===== src/rtl/mem_arbiter.sv =====
// mem_arbiter: registered round-robin arbiter sharing one async memory port
// between an instruction cache (client 0) and a data cache (client 1).
module mem_arbiter #(
    parameter int WIDTH      = 32,
    parameter int ADDR_WIDTH = 32
) (
    input  logic                  clk,
    input  logic                  reset,
    input  logic                  c0_read_req,
    input  logic [ADDR_WIDTH-1:0] c0_read_addr,
    output logic [WIDTH-1:0]      c0_read_data,
    output logic                  c0_read_ack,
    input  logic                  c0_write_req,
    input  logic [ADDR_WIDTH-1:0] c0_write_addr,
    input  logic [WIDTH-1:0]      c0_write_data,
    output logic                  c0_write_ack,
    input  logic                  c1_read_req,
    input  logic [ADDR_WIDTH-1:0] c1_read_addr,
    output logic [WIDTH-1:0]      c1_read_data,
    output logic                  c1_read_ack,
    input  logic                  c1_write_req,
    input  logic [ADDR_WIDTH-1:0] c1_write_addr,
    input  logic [WIDTH-1:0]      c1_write_data,
    output logic                  c1_write_ack,
    output logic                  mem_enable,
    output logic                  mem_rw,
    output logic [ADDR_WIDTH-1:0] mem_addr,
    output logic [WIDTH-1:0]      mem_data_in,
    output logic [3:0]            mem_byte_enable,
    input  logic [WIDTH-1:0]      mem_data_out,
    input  logic                  mem_ack
);
    typedef enum logic [1:0] {IDLE, BUSY, DRAIN} state_t;
    state_t state, state_n;
    logic gnt_client, gnt_client_n, gnt_write, gnt_write_n, last_client, last_client_n;
    logic mem_enable_n, mem_rw_n;
    logic [ADDR_WIDTH-1:0] mem_addr_n;
    logic [WIDTH-1:0] mem_data_in_n;
    logic c0_req, c1_req, sel, sel_write, gnt_req, busy;
    assign c0_req = c0_read_req | c0_write_req;
    assign c1_req = c1_read_req | c1_write_req;
    assign sel = (c0_req & c1_req) ? ~last_client : c1_req;
    assign sel_write = sel ? c1_write_req : c0_write_req;
    assign gnt_req = gnt_client ? (gnt_write ? c1_write_req : c1_read_req)
                                : (gnt_write ? c0_write_req : c0_read_req);
    assign busy = state == BUSY;
    assign c0_read_ack  = busy & ~gnt_client & ~gnt_write & mem_ack;
    assign c0_write_ack = busy & ~gnt_client &  gnt_write & mem_ack;
    assign c1_read_ack  = busy &  gnt_client & ~gnt_write & mem_ack;
    assign c1_write_ack = busy &  gnt_client &  gnt_write & mem_ack;
    assign c0_read_data = mem_data_out;
    assign c1_read_data = mem_data_out;
    assign mem_byte_enable = 4'hf;
    // the !mem_ack guard keeps enable from rising onto a stale ack after a mid-transaction reset
    always_comb begin
        state_n       = state;
        gnt_client_n  = gnt_client;
        gnt_write_n   = gnt_write;
        last_client_n = last_client;
        mem_enable_n  = mem_enable;
        mem_rw_n      = mem_rw;
        mem_addr_n    = mem_addr;
        mem_data_in_n = mem_data_in;
        if (state == IDLE && (c0_req | c1_req) && !mem_ack) begin
            state_n       = BUSY;
            gnt_client_n  = sel;
            gnt_write_n   = sel_write;
            last_client_n = sel;
            mem_enable_n  = 1'b1;
            mem_rw_n      = ~sel_write;
            mem_addr_n    = sel ? (sel_write ? c1_write_addr : c1_read_addr)
                                : (sel_write ? c0_write_addr : c0_read_addr);
            mem_data_in_n = sel ? c1_write_data : c0_write_data;
        end else if (state == BUSY && !gnt_req) begin
            state_n      = DRAIN;
            mem_enable_n = 1'b0;
        end else if (state == DRAIN && !mem_ack) begin
            state_n = IDLE;
        end
    end
    always_ff @(posedge clk) begin
        if (reset) begin
            state       <= IDLE;
            gnt_client  <= 1'b0;
            gnt_write   <= 1'b0;
            last_client <= 1'b1;
            mem_enable  <= 1'b0;
            mem_rw      <= 1'b1;
            mem_addr    <= '0;
            mem_data_in <= '0;
        end else begin
            state       <= state_n;
            gnt_client  <= gnt_client_n;
            gnt_write   <= gnt_write_n;
            last_client <= last_client_n;
            mem_enable  <= mem_enable_n;
            mem_rw      <= mem_rw_n;
            mem_addr    <= mem_addr_n;
            mem_data_in <= mem_data_in_n;
        end
    end
endmodule


===== config.mk =====
export PLATFORM = sky130hd
export DESIGN_NAME = mem_arbiter
export DESIGN_NICKNAME = d
export VERILOG_FILES = /design/src/rtl/mem_arbiter.sv
export SDC_FILE = /design/constraint.sdc
export NUM_CORES = 1
export LEC_CHECK = 0
export CELL_PAD_IN_SITES_DETAIL_PLACEMENT = 1
export CELL_PAD_IN_SITES_GLOBAL_PLACEMENT = 1
export CORE_UTILIZATION = 25
export DETAILED_ROUTE_END_ITERATION = 8
export PLACE_DENSITY = 0.92
export SYNTH_ARGS = -nofsm -noshare
export SYNTH_HDL_FRONTEND = slang
export SYNTH_SLANG_ARGS = --single-unit

===== constraint.sdc =====
create_clock -name clk -period 2.9 [get_ports clk]
set_input_delay 0.58 -clock clk [delete_from_list [all_inputs] [get_ports clk]]
set_output_delay 0.58 -clock clk [all_outputs]
set_load 0.1 [all_outputs]

==> flow_metrics.env <==
export IMPL_htree_levels=3
export IMPL_outcome="finished, final reports clean"
export IMPL_cts_made_buffers=9
export IMPL_io_buffers=268
export IMPL_clk_latency_ns=0.34
export IMPL_worst_path_buf_inv=2
export IMPL_grt_ovfl_total=0
export IMPL_diodes=0
export IMPL_p_comb_frac=0.438
export IMPL_wirelength_um=20800
export IMPL_synth_cell_types=36
export IMPL_yosysWarnings=0
export IMPL_cp_required_ns=2.32
export IMPL_synthCells=672
export IMPL_path_cells="clkdlybuf4s50_1, nand3_1, nor3_1, buf_12"
export IMPL_cts_max_path_buffers=2
export IMPL_start_kind="primary input"
export IMPL_synth_area_um2=5110
export IMPL_pwr_share_clk=0.293
export IMPL_clk_pin_slew_ns=0.06
export IMPL_worst_hold_slack_ns=0.467
export IMPL_avgSynthCellArea_um2=7.61
export IMPL_utilization=0.392
export IMPL_drcViolationCount=0
export IMPL_r2r_slack_ns=0.88
export IMPL_fin_crit_sh=0.888
export IMPL_die_y_um=145
export IMPL_synth_seq_cells=71
export IMPL_place_ws_ns=0.210
export IMPL_hold_class="reg2reg"
export IMPL_gp_congestion=0.815
export IMPL_rsz0062_at_grt="no"
export IMPL_p_int_mw=2.45
export IMPL_cts_sinks=71
export IMPL_slew_headroom=0.349
export IMPL_p_sw_frac=0.429
export IMPL_ir_drop_v=0.000341
export IMPL_crit_fanout=4
export IMPL_fin_ws_ns=0.325
export IMPL_num_rows=51
export IMPL_skew_ns=0.00909
export IMPL_drv_slew=0
export IMPL_num_vias=5588
export IMPL_place_area_um2=7430
export IMPL_hold_viol=0
export IMPL_fin_nets=1077
export IMPL_dr_pass1_iters=5
export IMPL_track_usage=0.195
export IMPL_area_growth_pct=51.7
export IMPL_power_density_nw_per_um2=553
export IMPL_die_area_um2=21000
export IMPL_p_switching_mw=1.84
export IMPL_grt_pass1_vias=5896
export IMPL_crit_path_top_delay_cell="clkdlybuf4s50_1"
export IMPL_p_leak_nw=3.17
export IMPL_crit_path_end_kind="output port"
export IMPL_root_buffer="clkbuf_16"
export IMPL_detailed_place_hpwl_um=15700
export IMPL_setup_viol=0
export IMPL_grt_max_degree=68
export IMPL_postCtsSetupRepairBufs=0
export IMPL_cp_slowest_stage_delay_ns=0.55
export IMPL_fmax_ghz=0.388
export IMPL_ios=369
export IMPL_start_util=0.259
export IMPL_grt_pass1_wl_um=32200
export IMPL_drive_above_1_share=0.183
export IMPL_pwr_share_seq=0.269
export IMPL_cap_violations=0
export IMPL_total_power_mw=4.29
export IMPL_finalCriticalPeriod_ns=2.57
export IMPL_cts_resized=0
export IMPL_path_class="in2out"
export IMPL_detail_route_antenna_nets=0
export IMPL_viasPerCell=5.01
export IMPL_cts_hold_buf=0
export IMPL_final_area_um2=7760
export IMPL_tritoncts="yes"
export IMPL_worstMarginPinSlew_ns=0.969
export IMPL_design_core_area_um2=19800
export IMPL_wl_per_cell_um=18.6
export IMPL_nFillCells=2348
export IMPL_antenna_found_initial=1
export IMPL_seq_area_frac_synth=0.278
export IMPL_die_x_um=145
export IMPL_timing_critical_path_max_delay_family="buffers and inverters"
export IMPL_dr_first_iter_drc_count=92
export IMPL_cp_arrival_ns=1.99
## registers in the layout, summed over array words and instances (netlist names)
signal / count
mem_enable: 1
mem_data_in: 32
mem_addr: 32
gnt_client: 1
mem_rw: 1
last_client: 1
gnt_write: 1
state: 2
## cells in the mapped netlist (all sizes together)
master  count  area (µm²)
o21ai      26         130
and2        2        12.5
and3b       1        8.76
a211o      32         280
a311oi     32         455
inv        36         135
nor3        7        35.0
nand3       3        15.0
a21oi      31         155
and3        1        6.26
nor3b       1        7.51
conb        1        3.75
or3         1        6.26
nor4        9        56.3
nand2     158         593
or4         1        11.3
dfxtp      71        1420
buf        84         638
o211ai      8        60.1
nor2       49         184
a21o        2        15.0
clkbuf     46         173
nand3b      1        7.51
mux4        1        22.5
o211a      24         240
a211oi      9        67.6
or2         1        8.76
a221o       8        80.1
o221ai     24         273
nand2b      2        12.5
## per-stage QoR
step,std cells,TNS (ns)
2_1_floorplan,675,-1.68
4_1_cts,1116,0
3_3_place_gp,1100,0
6_report,1116,0
3_5_place_dp,1100,0
5_1_grt,1116,0
## cell type report
cell class | count | area [µm²] | share of cell area
timing repair buffer | 290 | 2760 | 0.355
clock inverter | 7 | 103 | 0.0132
tap | 265 | 332 | 0.0427
inverter | 36 | 135 | 0.0174
clock buffer | 9 | 225 | 0.0290
multi-input combinational | 438 | 2790 | 0.359
sequential | 71 | 1420 | 0.183
## power by group through the flow
stage,logic [mW],clock network (mW),registers (mW)
finish,1.88,1.26,1.16
global route,1.97,1.34,1.17
CTS,1.89,1.29,1.16
detailed placement,1.89,0,1.17
global placement,1.86,0,1.17
floorplan,0.956,0,1.91
## per-layer routing
| layer | GRT usage | vias up | share of wire |
|---|---|---|---|
| met5 | 0 | - | 0.00063 |
| met4 | 0.0644 | 2 | 0.023 |
| met3 | 0.0682 | 34 | 0.081 |
| met2 | 0.348 | 235 | 0.50 |
| met1 | 0.212 | 2674 | 0.40 |
| li1 | - | 2643 | - |
## cells by family (layout without fill, tap and decap cells)
family	after synthesis	count (layout)	synth area share
compound gates	196	196	0.343
buf+inv	166	342	0.185
flops	71	71	0.278
mux	1	1	0.00440
other cells	1	4	0.000733
simple gates	237	237	0.189
## worst register-to-register path, stage by stage, from the launching register on
cell     delay (ns)
dfxtp_1        0.36
nor3_1         0.29
nand2_1        0.22
nor3_1         0.83
a221o_1        0.26
## final timing paths
kind	endpoint	depth (start not counted)	startpoint
setup / recovery	c1_read_ack	4	mem_ack
hold / removal	mem_addr[17]	2	mem_addr[17]
setup reg to reg	mem_addr[3]	4	state[0]
hold reg to reg	mem_addr[17]	2	mem_addr[17]
## layout by cell type, fill, tap and decap left out, types with 10 or more instances in the layout
cell type          n
a311oi_2          28
o211a_1           24
o221ai_1          14
clkdlybuf4s50_1  195
nand2_1          158
a211o_1           32
dfxtp_1           71
buf_4             84
o21ai_0           25
inv_1             36
nor2_1            49
a21oi_1           29
o221ai_2          10
Power figures use the tool's default switching activity.
